## src/rtl/seq_det_pkg.sv

```systemverilog
// Shared types and limits for the parameterised serial pattern detector.
// Holds the detector FSM encoding and the legal pattern-length bounds.
package seq_det_pkg;

    localparam int PAT_LEN_MIN = 2;
    localparam int PAT_LEN_MAX = 16;

    typedef enum logic {
        ST_FILL  = 1'b0,
        ST_ARMED = 1'b1
    } seq_state_e;

endpackage

```

## src/rtl/sat_counter.sv

```systemverilog
// Saturating up-counter with a synchronous clear that beats increment.
// Holds at all-ones once reached until cleared or reset.
module sat_counter #(
    parameter int WIDTH = 8
) (
    input  logic             clk,
    input  logic             reset,
    input  logic             inc,
    input  logic             clr,
    output logic [WIDTH-1:0] count
);

    logic [WIDTH-1:0] count_q;
    logic [WIDTH-1:0] count_d;

    always_comb begin
        count_d = count_q;
        if (clr) begin
            count_d = '0;
        end else if (inc && (count_q != {WIDTH{1'b1}})) begin
            count_d = count_q + 1'b1;
        end
    end

    always_ff @(posedge clk or posedge reset) begin
        if (reset) begin
            count_q <= '0;
        end else begin
            count_q <= count_d;
        end
    end

    assign count = count_q;

endmodule

```

## src/rtl/param_seq_detector.sv

```systemverilog
// Serial bit-pattern detector with loadable pattern, optional overlap
// and a saturating match counter.
module param_seq_detector
    import seq_det_pkg::*;
#(
    parameter int                 PAT_LEN     = 4,
    parameter int                 CNT_W       = 8,
    parameter logic [PAT_LEN-1:0] DEFAULT_PAT = 4'b1011
) (
    input  logic                       clk,
    input  logic                       reset,
    input  logic                       data_in,
    input  logic                       valid_in,
    input  logic [PAT_LEN-1:0]         pattern_in,
    input  logic                       pattern_load,
    input  logic                       overlap_en,
    input  logic                       clear_cnt,
    output logic                       detection_out,
    output logic [CNT_W-1:0]           match_count,
    output logic [$clog2(PAT_LEN+1)-1:0] fill_level
);

    localparam int FILL_W = $clog2(PAT_LEN + 1);
    localparam logic [FILL_W-1:0] FULL = FILL_W'(PAT_LEN);

    seq_state_e         state_q, state_d;
    logic [PAT_LEN-1:0] pat_q, pat_d;
    logic [PAT_LEN-1:0] hist_q, hist_d;
    logic [FILL_W-1:0]  fill_q, fill_d;
    logic               det_q, det_d;

    logic [PAT_LEN-1:0] hist_shift;
    logic [FILL_W-1:0]  fill_nxt;
    logic               match;

    always_comb begin
        hist_shift = {hist_q[PAT_LEN-2:0], data_in};
        fill_nxt   = fill_q;
        unique case (state_q)
            ST_FILL:  fill_nxt = fill_q + 1'b1;
            ST_ARMED: fill_nxt = fill_q;
        endcase
    end

    // A match needs a full window, so stale history never fires after a flush.
    assign match = valid_in && !pattern_load
                   && (hist_shift == pat_q) && (fill_nxt == FULL);

    always_comb begin
        state_d = state_q;
        pat_d   = pat_q;
        hist_d  = hist_q;
        fill_d  = fill_q;
        det_d   = 1'b0;

        if (pattern_load) begin
            pat_d   = pattern_in;
            hist_d  = '0;
            fill_d  = '0;
            state_d = ST_FILL;
        end else if (valid_in) begin
            if (match) begin
                det_d = 1'b1;
                if (overlap_en) begin
                    hist_d  = hist_shift;
                    fill_d  = FULL;
                    state_d = ST_ARMED;
                end else begin
                    hist_d  = '0;
                    fill_d  = '0;
                    state_d = ST_FILL;
                end
            end else begin
                hist_d  = hist_shift;
                fill_d  = fill_nxt;
                state_d = (fill_nxt == FULL) ? ST_ARMED : ST_FILL;
            end
        end
    end

    always_ff @(posedge clk or posedge reset) begin
        if (reset) begin
            state_q <= ST_FILL;
            pat_q   <= DEFAULT_PAT;
            hist_q  <= '0;
            fill_q  <= '0;
            det_q   <= 1'b0;
        end else begin
            state_q <= state_d;
            pat_q   <= pat_d;
            hist_q  <= hist_d;
            fill_q  <= fill_d;
            det_q   <= det_d;
        end
    end

    sat_counter #(
        .WIDTH (CNT_W)
    ) u_cnt (
        .clk   (clk),
        .reset (reset),
        .inc   (match),
        .clr   (clear_cnt),
        .count (match_count)
    );

    assign detection_out = det_q;
    assign fill_level    = fill_q;

endmodule
```

## config.mk

```make
export PLATFORM = sky130hd
export DESIGN_NAME = param_seq_detector
export DESIGN_NICKNAME = d
export VERILOG_FILES = /design/src/rtl/seq_det_pkg.sv /design/src/rtl/sat_counter.sv /design/src/rtl/param_seq_detector.sv
export SDC_FILE = /design/constraint.sdc
export NUM_CORES = 1
export LEC_CHECK = 0
export CAP_MARGIN = 10
export CORE_MARGIN = 2
export CORE_UTILIZATION = 50
export CTS_CLUSTER_SIZE = 40
export DETAILED_ROUTE_END_ITERATION = 7
export GPL_TIMING_DRIVEN = 0
export MAX_ROUTING_LAYER = met4
export PLACE_DENSITY = 0.89
export RECOVER_POWER = 50
export SLEW_MARGIN = 40
export SYNTH_ARGS = -nofsm -noshare
export SYNTH_HDL_FRONTEND = slang
export SYNTH_HIERARCHICAL = 1
export SYNTH_SLANG_ARGS = --single-unit
export TNS_END_PERCENT = 5
```

## constraint.sdc

```tcl
create_clock -name clk -period 3.6 [get_ports clk]
set_clock_uncertainty 0.15 [all_clocks]
set_input_delay 0.36 -clock clk [delete_from_list [all_inputs] [get_ports clk]]
set_output_delay 0.36 -clock clk [all_outputs]
set_load 0.02 [all_outputs]
```

==> impl_metrics.toml, run 1 <==
[power]
seqPwrFrac = 0.569
vdd.ir_drop.worst_mv = 0.177
switching_share = 0.237
clkPwrFrac = 0.297
power.switching_uw = 102
internal_power_uw = 328
power_density_nw_per_um2 = 303
leakage_nw = 0.603
combPwrFrac = 0.134

[routing]
dr.pass1.iters = 4
drt-total-wl_um = 2200
wl_per_cell_um = 13.5
antenna_left = 0
vias = 888
drt_iter0_drc = 9
post-route-drc-count = 0
viasPerCell = 5.48

[logic_synthesis]
ys.flop_type = "dfrtp_1"
synthDistinctLibCells = 38
syn_avg_cell_area_um2 = 10.4
ys_ff_latch = 20
synth_cells = 109
yosysSeqAreaShare = 0.445
syn-num-nets = 122
synth-async-reset-ratio = 1.00
synth_enable_flop_cells = 0
netlist_area_um2 = 1130
synth_warnings = 6

[worst_setup_path]
arrival_ns = 2.82
cp-end-kind = "flop"
crit_required_ns = 3.64
crit_type = "flop to flop"
reg2reg_depth = 9
start_kind = "flop"
crit_fanout = 6

[clocking]
cts_tree = "built"
cts.sinks = 20
numCtsBuffers = 3
clock_latency_ns = 0.29
cts_root_buffer = "clkbuf_4"
cts_setup_buffers = 0
cts_buffer_depth = 2
cts.htree.levels = 1
post_cts_resize_count = 0
path_clk_slew_ns = 0.12
holdBufCountCts = 0

[timing]
rsz0062_at_grt = "no"
hold_viol = 0
finalSetupViolCount = 0
relSlewSlack = 0.668
worst_pin_slew_ns = 0.499
fmax_mhz = 360
period_needed_ns = 2.78
period_share = 0.772
finalMaxSlewViolations = 0
whs_ns = 0.310
fin_ws_ns = 0.822
finalSetupTns_ns = 0

[min_path]
hold_class = "primary input to async pin"

[floorplan]
die_h_um = 51.6
dieArea_um2 = 2660
core_um2 = 2170
ios = 23
initial_core_util = 0.522
num_rows = 17
die_x_um = 51.6

[global_routing]
grt_max_degree = 13
grt_pass1_wl_um = 3750
antenna_found_initial = 0
grt-ovfl-total = 0
grt_usage = 0.189
grt_pass1_vias = 848

[final_layout]
diodes = 0
seq_area_um2 = 504
finalCoreUtilization = 0.652
drive_above_1_share = 0.179
fin_cells = 162
nFillCells = 183
multi_input_area_um2 = 584
num-nets-final = 148
area_delta_synth_final_pct = 24.8

[placed_design]
gp_congestion = 0.844
place.detailed.hpwl_um = 1660
dp_slack_ns = 0.704
io_buffers = 21
placed_cells_incl_taps = 158

[status]
status = "complete, no violations"

[run]
maxCapViolCount = 0
worst max-delay path, stage by stage (launching register included):
cell      delay, ns
dfrtp_1        0.44
ha_1           0.32
nor3b_1        0.20
a21oi_1        0.12
or2_1          0.24
buf_6          0.13
nor2_1         0.24
nand4_1        0.24
a211oi_2       0.28
mux2_4         0.32
area by class of cell:
cell class / instances / share of cell area
plain buffers: 4 / 0.0212
clock buffers: 4 / 0.0256
inverters: 4 / 0.0106
multi-input cells: 81 / 0.413
flip-flops and latches: 20 / 0.356
well taps: 28 / 0.0248
repair buffers: 21 / 0.149
sequential cells by signal, summed over array words and instances, names as in the netlist:
signal         cells
state_q            1
fill_level         3
pat_q              4
hist_q             3
u_cnt/count        8
detection_out      1
power by group through the flow:
stage / combinational (mW) / clock, mW / sequential (mW)
finish: 0.0575 / 0.127 / 0.244
global route: 0.0636 / 0.141 / 0.246
CTS: 0.0590 / 0.132 / 0.244
detailed placement: 0.0586 / 0 / 0.249
global placement: 0.0565 / 0 / 0.248
floorplan: 0.0328 / 0 / 0.250
cell usage in the layout, fill, tap and decap left out, types with 2 or more instances in the layout:
cell type,synthesis,layout
inv_1,4,4
dfrtp_1,17,17
nor2b_1,4,4
nand2_1,8,8
a21oi_2,2,2
nor2_1,11,11
buf_6,2,2
dlygate4sd3_1,0,3
mux2_2,4,4
nand4_1,3,3
nand2b_1,2,2
a21oi_1,7,7
mux2_4,4,4
clkbuf_1,2,2
clkbuf_4,0,3
nand3_1,5,5
dfstp_2,3,3
ha_1,2,2
xnor2_1,5,5
a31o_2,3,3
clkdlybuf4s50_1,0,18
xor2_1,2,2
cell usage after synthesis, types with 2 or more instances:
| library cell | n | area [µm²] |
|---|---|---|
| clkbuf_1 | 2 | 7.51 |
| dfrtp_1 | 17 | 425 |
| nor2b_1 | 4 | 25.0 |
| a21oi_2 | 2 | 17.5 |
| inv_1 | 4 | 15.0 |
| nand3_1 | 5 | 25.0 |
| xnor2_1 | 5 | 43.8 |
| xor2_1 | 2 | 17.5 |
| buf_6 | 2 | 22.5 |
| a21oi_1 | 7 | 35.0 |
| ha_1 | 2 | 25.0 |
| nand2b_1 | 2 | 12.5 |
| a31o_2 | 3 | 26.3 |
| nor2_1 | 11 | 41.3 |
| dfstp_2 | 3 | 78.8 |
| nand2_1 | 8 | 30.0 |
| mux2_2 | 4 | 45.0 |
| nand4_1 | 3 | 18.8 |
| mux2_4 | 4 | 60.1 |
cell families after synthesis:
kind of cell,share of synthesized area
DFF,0.445
xor gates and xnor gates,0.0541
buffers and inverters,0.0397
AOI/OAI and AO/OA,0.135
and+or+nand+nor,0.203
adders and majority gates,0.0221
muxes,0.102
through the flow:
step | total power [mW] | area [µm²]
2_1_floorplan | 0.282 | 1130
3_3_place_gp | 0.304 | 1380
3_5_place_dp | 0.307 | 1380
4_1_cts | 0.435 | 1420
5_1_grt | 0.451 | 1420
6_report | 0.429 | 1420
final timing paths:
kind | from | slack [ns] | endpoint
worst max-delay path | fill_level[0] | 0.82 | u_cnt/count[5]
worst min-delay path | reset | 0.31 | u_cnt/count[6]
worst max register to register | fill_level[0] | 0.82 | u_cnt/count[5]
worst min register to register | pat_q[2] | 0.41 | pat_q[2]
max in group asynchronous | reset | 2.60 | pat_q[0]
min in group clk | clear_cnt | 0.37 | u_cnt/count[2]
routing by layer:
layer | wire length (µm) | vias up | GRT usage
li1 | - | 436 | -
met1 | 1030 | 431 | 0.252
met2 | 1070 | 21 | 0.308
met3 | 99 | 0 | 0.0201
met4 | 0 | 0 | 0.0570
met5 | 0 | - | -
Note: power is estimated with default switching activity, not from simulation.
==> run 2: changes to the inputs <==
--- a/config.mk
+++ b/config.mk
@@ -7,12 +7,12 @@
 export LEC_CHECK = 0
 export CAP_MARGIN = 10
 export CORE_MARGIN = 2
-export CORE_UTILIZATION = 50
+export CORE_UTILIZATION = 45
 export CTS_CLUSTER_SIZE = 40
 export DETAILED_ROUTE_END_ITERATION = 7
 export GPL_TIMING_DRIVEN = 0
 export MAX_ROUTING_LAYER = met4
-export PLACE_DENSITY = 0.89
+export PLACE_DENSITY = 0.85
 export RECOVER_POWER = 50
 export SLEW_MARGIN = 40
 export SYNTH_ARGS = -nofsm -noshare
==> constraint.sdc (replaced) <==
create_clock -name clk -period 2.3 [get_ports clk]
set_clock_uncertainty 0.15 [all_clocks]
set_input_delay 0.23 -clock clk [delete_from_list [all_inputs] [get_ports clk]]
set_output_delay 0.23 -clock clk [all_outputs]
set_load 0.02 [all_outputs]
==> impl_metrics.toml, run 2 (synthesis gave the netlist of run 1 again) <==
[power]
leakage_nw = 0.600
vdd.ir_drop.worst_mv = 0.260
power_density_nw_per_um2 = 446

[timing]
whs_ns = 0.198
finalSetupViolCount = 3
hold_viol = 0
fmax_mhz = 410
fin_ws_ns = -0.139
period_share = 1.06
worst_pin_slew_ns = 0.505
rsz0062_at_grt = "yes"
finalMaxSlewViolations = 0
period_needed_ns = 2.44
relSlewSlack = 0.664

[global_routing]
grt_usage = 0.172
antenna_found_initial = 0
grt_pass1_vias = 864
grt_pass1_wl_um = 3570
grt_max_degree = 13
grt-ovfl-total = 0

[routing]
dr.pass1.iters = 4
antenna_left = 0
vias = 876
post-route-drc-count = 0
wl_per_cell_um = 13.6
viasPerCell = 5.31
drt-total-wl_um = 2250
drt_iter0_drc = 10

[worst_setup_path]
path_cells = "ha_4 -> nor3b_4 -> a21oi_2 -> or2_1 -> buf_6 -> nor2_4 -> nand4_1 -> a211oi_2 -> mux2_4"
reg2reg_depth = 9
cpMaxStageDelayCell = "dfrtp_2"
path_buf_inv = 1
cp.depth = 9
start_kind = "flop"
crit_required_ns = 2.33
arrival_ns = 2.47
r2r-start = "fill_level[1]"
crit_type = "flop to flop"
critical_path.top_delay_family = "simple AND/OR/NAND/NOR gates"
crit_fanout = 6
rrSetupSlack_ns = -0.14
cp-end-kind = "flop"
reg2reg_to = "u_cnt/count[5]"
max_stage_delay_ns = 0.45

[status]
status = "complete, but fails checks"
violations = "negative setup slack"

[placed_design]
gp_congestion = 0.851
io_buffers = 21
place.detailed.hpwl_um = 1690
dp_slack_ns = -0.263
placed_cells_incl_taps = 160

[clocking]
cts_root_buffer = "clkbuf_4"
cts_tree = "built"
clock_latency_ns = 0.29
numCtsBuffers = 3
cts.htree.levels = 1
cts_buffer_depth = 2
cts.sinks = 20
path_clk_slew_ns = 0.11

[final_layout]
diodes = 0
num-nets-final = 149
drive_above_1_share = 0.222
nFillCells = 227
area_delta_synth_final_pct = 28.1
largest_reg_flops = 8
finalCoreUtilization = 0.597
fin_cells = 165
mostFrequentLayoutCell = "clkdlybuf4s50_1"
layout.cells.most_common_list = "19 x clkdlybuf4s50_1, 15 x dfrtp_1, 10 x nor2_1, 8 x nand2_1, 6 x a21oi_1"

[run]
maxCapViolCount = 0

[floorplan]
core_um2 = 2430
initial_core_util = 0.466
ios = 23
dieArea_um2 = 2940
die_x_um = 54.2
die_h_um = 54.2
num_rows = 18

[min_path]
hold_class = "primary input to async pin"
run 2: how the worst max path moves through the flow:
stage / from / end / slack (ns)
6_report: fill_level[1] / u_cnt/count[5] / -0.14
5_1_grt: fill_level[1] / u_cnt/count[5] / -0.29
4_1_cts: fill_level[1] / u_cnt/count[5] / -0.19
3_5_place_dp: data_in / u_cnt/count[5] / -0.26
3_3_place_gp: data_in / u_cnt/count[5] / -0.26
2_1_floorplan: fill_level[1] / u_cnt/count[5] / -0.03
run 2: stage by stage:
step	setup TNS (ns)	total power, mW	cell area (µm²)
after floorplan	-0.0334	0.448	1160
final	-0.293	0.647	1450
after detailed placement	-0.707	0.488	1410
after CTS	-0.323	0.652	1440
after global routing	-0.940	0.685	1450
after global placement	-0.612	0.482	1410
run 2: power breakdown:
group,switching (mW),internal [mW]
logic,0.0454,0.0534
clock network,0.0963,0.0673
registers,0.0150,0.370
total,0.157,0.491
run 2: layout make-up:
class / instances / area (µm²) / share of cell area
Buffer: 4 / 30.0 / 0.0207
Clock buffer: 4 / 26.3 / 0.0181
Inverter: 4 / 15.0 / 0.0103
Multi-Input combinational cell: 81 / 619 / 0.426
Sequential cell: 20 / 507 / 0.349
Tap cell: 30 / 37.5 / 0.0258
Timing Repair Buffer: 22 / 218 / 0.150
run 2: layer usage:
metal,global-route usage,vias up,routed length (µm)
li1,-,436,-
met1,0.207,414,1060
met2,0.295,24,1090
met3,0.0278,2,88
met4,0.0458,0,8
met5,-,-,0
run 2: what timing repair did:
item | in CTS | in global routing
gates resized for setup | 1 | 1
buffers inserted | 0 | 1
hold buffers | 0 | 0
endpoints found under the setup margin | 3 | 6
cloned | 0 | 0
pin swaps | 1 | 1
